==> src/rtl/norm_clk_generator.sv <==
// Board-clock divider producing the slow 50%-duty TD4 CPU clock plus a clk_in-domain tick.
// Optional manual single-step (synchronized, debounced button) when CLK_STEP_EN is defined.
module norm_clk_generator #(
    parameter int HALF_SLOW = 25_000_000,
    parameter int HALF_FAST = 2_500_000,
    parameter int DEBOUNCE  = 1_000_000
) (
    input  logic clk_in,
    input  logic reset,
    input  logic speed_sel,
`ifdef CLK_STEP_EN
    input  logic step_mode,
    input  logic step_btn,
`endif
    output logic clk_out,
    output logic clk_tick
);

    localparam int MAX_HALF = (HALF_SLOW > HALF_FAST) ? HALF_SLOW : HALF_FAST;
    localparam int MAX_V    = (MAX_HALF > DEBOUNCE) ? MAX_HALF : DEBOUNCE;
    localparam int CNT_W    = $clog2(MAX_V + 1);

    logic [CNT_W-1:0] counter;
    logic [CNT_W-1:0] limit;
    logic             toggle;

    assign limit  = speed_sel ? CNT_W'(HALF_FAST - 1) : CNT_W'(HALF_SLOW - 1);
    // >= rather than == so a switch to a shorter rate never overruns the new limit
    assign toggle = (counter >= limit);

`ifdef CLK_STEP_EN
    logic [1:0]       sync_ff;
    logic             db_level;
    logic [CNT_W-1:0] db_cnt;

    // db_cnt counts consecutive synchronized samples that disagree with the accepted level
    always_ff @(posedge clk_in or posedge reset) begin
        if (reset) begin
            sync_ff  <= 2'b00;
            db_level <= 1'b0;
            db_cnt   <= '0;
        end else begin
            sync_ff <= {sync_ff[0], step_btn};
            if (sync_ff[1] == db_level) begin
                db_cnt <= '0;
            end else if (db_cnt >= CNT_W'(DEBOUNCE - 1)) begin
                db_level <= sync_ff[1];
                db_cnt   <= '0;
            end else begin
                db_cnt <= db_cnt + CNT_W'(1);
            end
        end
    end
`endif

    always_ff @(posedge clk_in or posedge reset) begin
        if (reset) begin
            counter  <= '0;
            clk_out  <= 1'b0;
            clk_tick <= 1'b0;
`ifdef CLK_STEP_EN
        end else if (step_mode) begin
            counter  <= '0;
            clk_out  <= db_level;
            clk_tick <= db_level && !clk_out;
`endif
        end else if (toggle) begin
            counter  <= '0;
            clk_out  <= ~clk_out;
            clk_tick <= ~clk_out;
        end else begin
            counter  <= counter + CNT_W'(1);
            clk_tick <= 1'b0;
        end
    end

endmodule

==> config.mk <==
export PLATFORM = sky130hd
export DESIGN_NAME = norm_clk_generator
export DESIGN_NICKNAME = d
export VERILOG_FILES = /design/src/rtl/norm_clk_generator.sv
export SDC_FILE = /design/constraint.sdc
export NUM_CORES = 1
export LEC_CHECK = 0
export CORE_ASPECT_RATIO = 1.1
export CORE_UTILIZATION = 60
export CTS_CLUSTER_SIZE = 40
export DETAILED_ROUTE_END_ITERATION = 8
export PLACE_DENSITY = 0.78
export SYNTH_ARGS = -nofsm -noshare
export SYNTH_HDL_FRONTEND = slang
export SYNTH_SLANG_ARGS = --single-unit
export TNS_END_PERCENT = 30
==> constraint.sdc <==
create_clock -name clk_in -period 3.7 [get_ports clk_in]
set_clock_uncertainty 0.1 [all_clocks]
set_input_delay 0.74 -clock clk_in [delete_from_list [all_inputs] [get_ports clk_in]]
set_output_delay 0.74 -clock clk_in [all_outputs]
set_load 0.01 [all_outputs]
# Word-level counts from Yosys, hierarchy flattened
# Cells that the tools add are included.
# word_totals
in_bits	3
out_inout_bits	2
wordCells	9
regBits	27
# classes
bitwise	1
add_sub_neg	1
order_cmp	1
muxes	3
# ops
operator	n
$mux W25	2
$add A25 B1 Y25 const B	1
$ge A25 B25 Y1	1
$mux W1	1
$not A1 Y1	1

# Longest topological paths before layout
# Gate-level depths: netlist of run 1.
# depth
word_depth	3
depth_mapped	8
mapped_depth_nobuf	7

# Worst setup path after synthesis of run 1
# Ideal clock, no wire load.
# synth_path
kind	in2reg
startpoint	input port speed_sel
endpoint	register counter[16]
required_time_ps	3529
arrival_time_ps	2068
path_stages	8
setup_time_ps	71
setup_slack_ps	1461
path_buffers	1
path_cell_list	inv_1 -> ha_1 -> o21ai_0 -> nor2_1 -> o311ai_1 -> nand3_2 -> buf_6 -> nor2_1
# synth_between
elab_chain_cells	3
# synth_lines
element	line	source
from (decl)	10	input logic speed_sel,
$mux W25	27	assign limit = speed_sel ? CNT_W'(HALF_FAST - 1) : CNT_W'(HALF_SLOW - 1);
$ge A25 B25 Y1	29	assign toggle = (counter >= limit);
$mux W25	67	end else if (toggle) begin
to (signal assigned)	72	counter <= counter + CNT_W'(1);
to (decl)	23	logic [CNT_W-1:0] counter;
# No other way between the ends.
# A chain may end at the register's enable or synchronous reset.

# Final worst setup path of run 1
# layout_path
startpoint	input port speed_sel
endpoint	register clk_out
# layout_between
elab_chain_cells	2
# layout_lines
element	line	source
$mux W25	27	
$ge A25 B25 Y1	29	
to (signal assigned)	69	clk_out <= ~clk_out;
to (decl)	15	output logic clk_out,
# No other way between the ends.

==> qor.txt, run 1 <==
ANT cells - 0
Crit Path Max Fanout - 21
Reg2reg path depth - 7
R2r setup slk - 1530 ps
Synthesized cell area - 1590 um2
CP peak stage delay - 430 ps
Critical Path, Cell by Cell - clkdlybuf4s50_1 -> buf_4 -> ha_1 -> nand4b_1 -> nor2_1 -> o41ai_2 -> nand3_2 -> buf_4 -> xor2_1
YS warnings - 0
DR top layer - met4
Status - complete, no violations
CTS Buffer Depth - 2
Initial antenna violation count - 0
Hold path start - clk_out$_DFFE_PP0P_
GR Overflow Total - 0
Die area - 2861 um2
Total wire length - 2.772 mm
Clock power share - 28.2%
Pwr dens - 261.6 nW/um2
CP max stage cell - clkdlybuf4s50_1
Routability congestion estimate - 0.8454
Main synth FF type - dfrtp_1
Slew Limit Fails - 0
CP startpoint kind - primary input
Clock-pin slew on the worst setup and hold paths - 130 ps
Final hold violations - 0
Crit path buf inv count - 3
DR WL/cell - 14.07 um
Critical path required time - 3810 ps
Total core area - 2496 um2
Post-synth EDFFs - 0
Slew @ Worst Pin - 967.7 ps
Rows - 19
Routed wl met3 - 96 um
Crit. End Element - flop
Worst EP arrival - 2820 ps
Sequential share of the synthesized area - 42.49%
CTS tree - yes
RSZ-0062 raised after global routing - false
I/O pins - 5
Fin crit share - 73.25%
Worst path most repeated cell - buf_4
Post-cts sizing count - 0
Syn_area_per_cell - 10.07 um2
Worst Hold Class - reg2reg
Slew HR - 35.41%
Share of post-route cells with drive strength above 1 - 7.229%
Hold path endpoint - clk_tick$_DFF_PP0_
Post-DP HPWL - 2.095 mm
Fin crit period - 2710 ps
# DRC - 0
Leak - 0.8424 nW
Worst hold path cell count - 1
Clock Latency Late Sink - 320 ps
Synthesis-stage register bit count - 27
Cell internal pwr - 0.3455 mW
Sw Ratio - 21.75%
Setup Fix Bufs, Post-CTS - 0
GRT Resource Usage Total - 23.00%
NumNets Final - 184
Reg2reg start - counter[16]$_DFF_PP0_
Starting density of the core - 63.71%
Syn Nets - 175
Number of buffers created by CTS - 3
DR WL met2 - 1.247 mm
Vias per cell - 5.716
Max Cap Viol - 0
Met1 WL - 1.391 mm
Sequential Power Share - 67.1%
NetSw - 0.09604 mW
Async SR Flop Fraction - 100.0%
Max frequency - 369.0 MHz
Post-DRT Antenna Nets - 0
Delay-heaviest family, CP - buffers and inverters
Final setup TNS - 0 ps
Placed cell areas - 1662 um2
Reg2reg end - clk_out$_DFFE_PP0P_
Syn-to-layout area delta - 6.137%
PortBufs - 4
Pin count of the biggest net entering global routing - 28
FILL cells - 204
Comb power frac - 4.7%
# H-tree levels - 1
Multi-input logic area - 873.3 um2
Crit Path Category - in2reg
Height of the chip - 56.00 um
Worst vdd ir - 0.0001805 V
Commonest non-fill, non-tap cells in the layout - nor2_1 (31), dfrtp_1 (27), xor2_1 (17)
Yosys cell types - 26
Die width - 51.09 um
First-pass GRT wire length - 4.961 mm
Design area - 1688 um2
Number of global-route vias before repair - 1140
First DRT Iteration DRCs - 31
Cts hold-fix bufs - 0
DR vias - 1126
CTS root buf - clkbuf_4
Synthesized instance count - 158
Storage element area - 675.6 um2
Commonest non-fill, non-tap cell in the layout - nor2_1
First-pass DRT Iterations - 4
Setup violations, final - 0
Clock sink count - 27
[cell type report]
type                            instances  area share [%]
Clock buffer                            4           1.557
Sequential cell                        27           40.03
Timing Repair Buffer                    6           3.262
Multi-Input combinational cell        124           51.74
Tap cell                               31           2.298
Inverter                                5           1.112
[per-layer routing]
metal	track usage, %	up-vias
li1	-	570
met1	34.84	534
met2	33.08	16
met3	3.279	6
met4	8.730	0
met5	0	-
[Yosys cell counts (2+ instances only)]
master	instances	share of area, %
ha_1	14	11
nor2_1	31	7.3
nand4b_1	3	1.7
nand2_1	5	1.2
nand4_1	9	3.5
xor2_1	17	9.4
nand3_2	2	1.3
o21a_1	2	0.94
and4_1	2	1.1
nor3_1	3	0.94
xnor2_1	7	3.9
inv_1	5	1.2
buf_6	2	1.4
nand3_1	10	3.1
a21oi_1	5	1.6
dfrtp_1	27	42
and3_1	5	2.0
[kinds of logic (layout without fill, tap and decap cells)]
group | Yosys count | count (layout) | share of synthesized area, %
adders and majority gates | 14 | 14 | 11.02
buffers and inverters | 7 | 15 | 2.596
AOI/OAI and AO/OA | 10 | 10 | 4.406
DFF | 27 | 27 | 42.49
and+or+nand+nor | 76 | 76 | 26.28
xor gates and xnor gates | 24 | 24 | 13.22
[registers in the layout, indices dropped and copies added (netlist names)]
signal    flops
clk_out       1
clk_tick      1
counter      25
[worst max path at each step]
| stage | from | endpoint | slack, ps | depth (start not counted) |
|---|---|---|---|---|
| after floorplan | speed_sel | counter[16]$_DFF_PP0_ | 1460 | 8 |
| after global placement | speed_sel | clk_out$_DFFE_PP0P_ | 690 | 9 |
| after detailed placement | speed_sel | clk_out$_DFFE_PP0P_ | 650 | 9 |
| after CTS | speed_sel | clk_out$_DFFE_PP0P_ | 1000 | 9 |
| after global routing | speed_sel | clk_out$_DFFE_PP0P_ | 870 | 9 |
| final | speed_sel | clk_out$_DFFE_PP0P_ | 990 | 9 |
[power by group through the flow]
| stage | registers (mW) | logic, mW | clock network [mW] |
|---|---|---|---|
| finish | 0.296 | 0.0207 | 0.125 |
| global route | 0.296 | 0.0245 | 0.138 |
| CTS | 0.296 | 0.0214 | 0.132 |
| detailed placement | 0.302 | 0.0213 | 0 |
| global placement | 0.302 | 0.0200 | 0 |
| floorplan | 0.302 | 0.0117 | 0 |
[through the flow]
stage | hold slack, ps | power (mW) | util (%) | instances | worst slack (ps)
floorplan | 369.5 | 0.3137 | - | 158 | 1461
global placement | 358.0 | 0.3217 | 66.57 | 193 | 686.1
detailed placement | 362.9 | 0.3230 | 66.57 | 193 | 648.4
CTS | 383.0 | 0.4498 | 67.62 | 197 | 998.2
global route | 427.9 | 0.4593 | 67.62 | 197 | 867.7
finish | 380.8 | 0.4416 | 67.62 | 197 | 989.8
Note: power is estimated with default switching activity, not from simulation.
==> inputs of run 2 (changes only) <==
==> constraint.sdc (replaced) <==
create_clock -name clk_in -period 2.65 [get_ports clk_in]
set_clock_uncertainty 0.1 [all_clocks]
set_input_delay 0.53 -clock clk_in [delete_from_list [all_inputs] [get_ports clk_in]]
set_output_delay 0.53 -clock clk_in [all_outputs]
set_load 0.01 [all_outputs]
==> qor.txt, run 2 (synthesis results as in run 1) <==
ANT cells - 0
Post-DRT Antenna Nets - 0
Setup violations, final - 0
Vias per cell - 5.985
Post-Layout Cell Count - 201
Die width - 51.09 um
Starting density of the core - 63.71%
First-pass GRT wire length - 5.430 mm
Pin count of the biggest net entering global routing - 28
DR vias - 1203
# DRC - 0
RSZ-0062 raised after global routing - false
Rows - 19
Slew @ Worst Pin - 393.4 ps
Syn-to-layout area delta - 8.104%
Dpl cells - 197
Fin crit share - 89.48%
Clock sink count - 27
Clock-pin slew on the worst setup and hold paths - 140 ps
Crit. End Element - flop
# H-tree levels - 1
First-pass DRT Iterations - 4
Cts hold-fix bufs - 0
Setup Fix Bufs, Post-CTS - 0
Height of the chip - 56.00 um
CTS root buf - clkbuf_4
Initial antenna violation count - 0
Number of global-route vias before repair - 1197
Crit Path Max Fanout - 9
Number of flip-flops in the largest register - 25
DR WL/cell - 15.52 um
CTS tree - yes
CP startpoint kind - primary input
Crit Path Category - in2reg
Number of buffers created by CTS - 3
Pwr dens - 362.6 nW/um2
R2r setup slk - 610 ps
Routability congestion estimate - 0.9546
I/O pins - 5
Share of post-route cells with drive strength above 1 - 10.00%
Max frequency - 421.7 MHz
Die area - 2861 um2
NumNets Final - 188
Worst Hold Class - reg2reg
Slew Limit Fails - 0
PortBufs - 4
Regs by FF count - counter x25, clk_out x1, clk_tick x1
Top reg by flops - counter
Total core area - 2496 um2
Post-DP HPWL - 2.344 mm
Post-cts sizing count - 0
Final setup TNS - 0 ps
Commonest non-fill, non-tap cells in the layout - nor2_1 (31), dfrtp_1 (27), xor2_1 (17)
Final core utilization - 68.87%
First DRT Iteration DRCs - 40
Slew HR - 73.57%
GRT Resource Usage Total - 25.43%
Clock Latency Late Sink - 330 ps
Worst EP arrival - 2530 ps
Status - complete, no violations
Critical path required time - 2810 ps
Total wire length - 3.119 mm
Max Cap Viol - 0
Fin crit period - 2371 ps
Worst vdd ir - 0.0003358 V
Commonest non-fill, non-tap cell in the layout - nor2_1
Final hold violations - 0
CTS Buffer Depth - 2
GR Overflow Total - 0
Leak - 0.8656 nW
-- run 2: cell types whose count changed in the layout (fill, tap and decap cells not counted) --
cell / previous run / this run
buf_4: 2 / 6
clkbuf_1: 1 / 0
clkinv_2: 0 / 1
-- run 2: worst paths after layout --
| check | startpoint | end | cells past startpoint |
|---|---|---|---|
| min in group asynchronous | reset | counter[0]$_DFF_PP0_ | 3 |
| min reg2reg | clk_out$_DFFE_PP0P_ | clk_tick$_DFF_PP0_ | 1 |
| min | clk_out$_DFFE_PP0P_ | clk_tick$_DFF_PP0_ | 1 |
| max reg2reg | counter[16]$_DFF_PP0_ | counter[3]$_DFF_PP0_ | 7 |
| max in group asynchronous | reset | counter[6]$_DFF_PP0_ | 3 |
| max | speed_sel | counter[3]$_DFF_PP0_ | 9 |
-- run 2: final cells by class --
class                   count  area (um2)
clock buffers               3       22.52
clock inverters             1       5.005
fillers                   195       777.0
inverters                   5       18.77
multi-input cells         124       873.3
flip-flops and latches     27       675.6
well taps                  31       38.79
repair buffers             10       85.08
-- run 2: layer usage --
layer	routed length [um]	GRT usage, %	up-vias
met5	0	0	-
met4	17	7.143	0
met3	100	3.279	2
met2	1527	40.41	20
met1	1474	36.23	600
li1	-	-	581
-- run 2: power breakdown --
part           switching, mW  internal, mW
clock network          0.121        0.0566
registers           0.000896         0.413
logic                 0.0197        0.0126
total                  0.141         0.482
-- run 2: metrics by stage --
stage	hold slack, ps	area (um2)	total power [mW]	setup WS [ps]
3_5_place_dp	392.6	1692	0.4541	-74.95
6_report	406.2	1719	0.6234	278.7
2_1_floorplan	369.5	1590	0.4380	621.0
3_3_place_gp	385.2	1692	0.4518	-8.168
5_1_grt	431.3	1719	0.6510	173.8
4_1_cts	412.5	1719	0.6308	273.7
-- run 2: critical path, stage by stage --
cell and delay [ps]:
clkdlybuf4s50_1 500, inv_1 110, ha_1 320, o21ai_0 170
nor2_1 60, o311ai_1 340, nand3_2 180, buf_4 210
nor2_1 110
==> inputs of run 3 (changes only) <==
--- a/config.mk
+++ b/config.mk
@@ -7,6 +7,7 @@
 export LEC_CHECK = 0
 export CORE_ASPECT_RATIO = 1.1
 export CORE_UTILIZATION = 60
+export CTS_CLUSTER_DIAMETER = 150
 export CTS_CLUSTER_SIZE = 40
 export DETAILED_ROUTE_END_ITERATION = 8
 export PLACE_DENSITY = 0.78
==> results of run 3 <==
No change in the layout: final DEF, timing and power equal those of run 2.
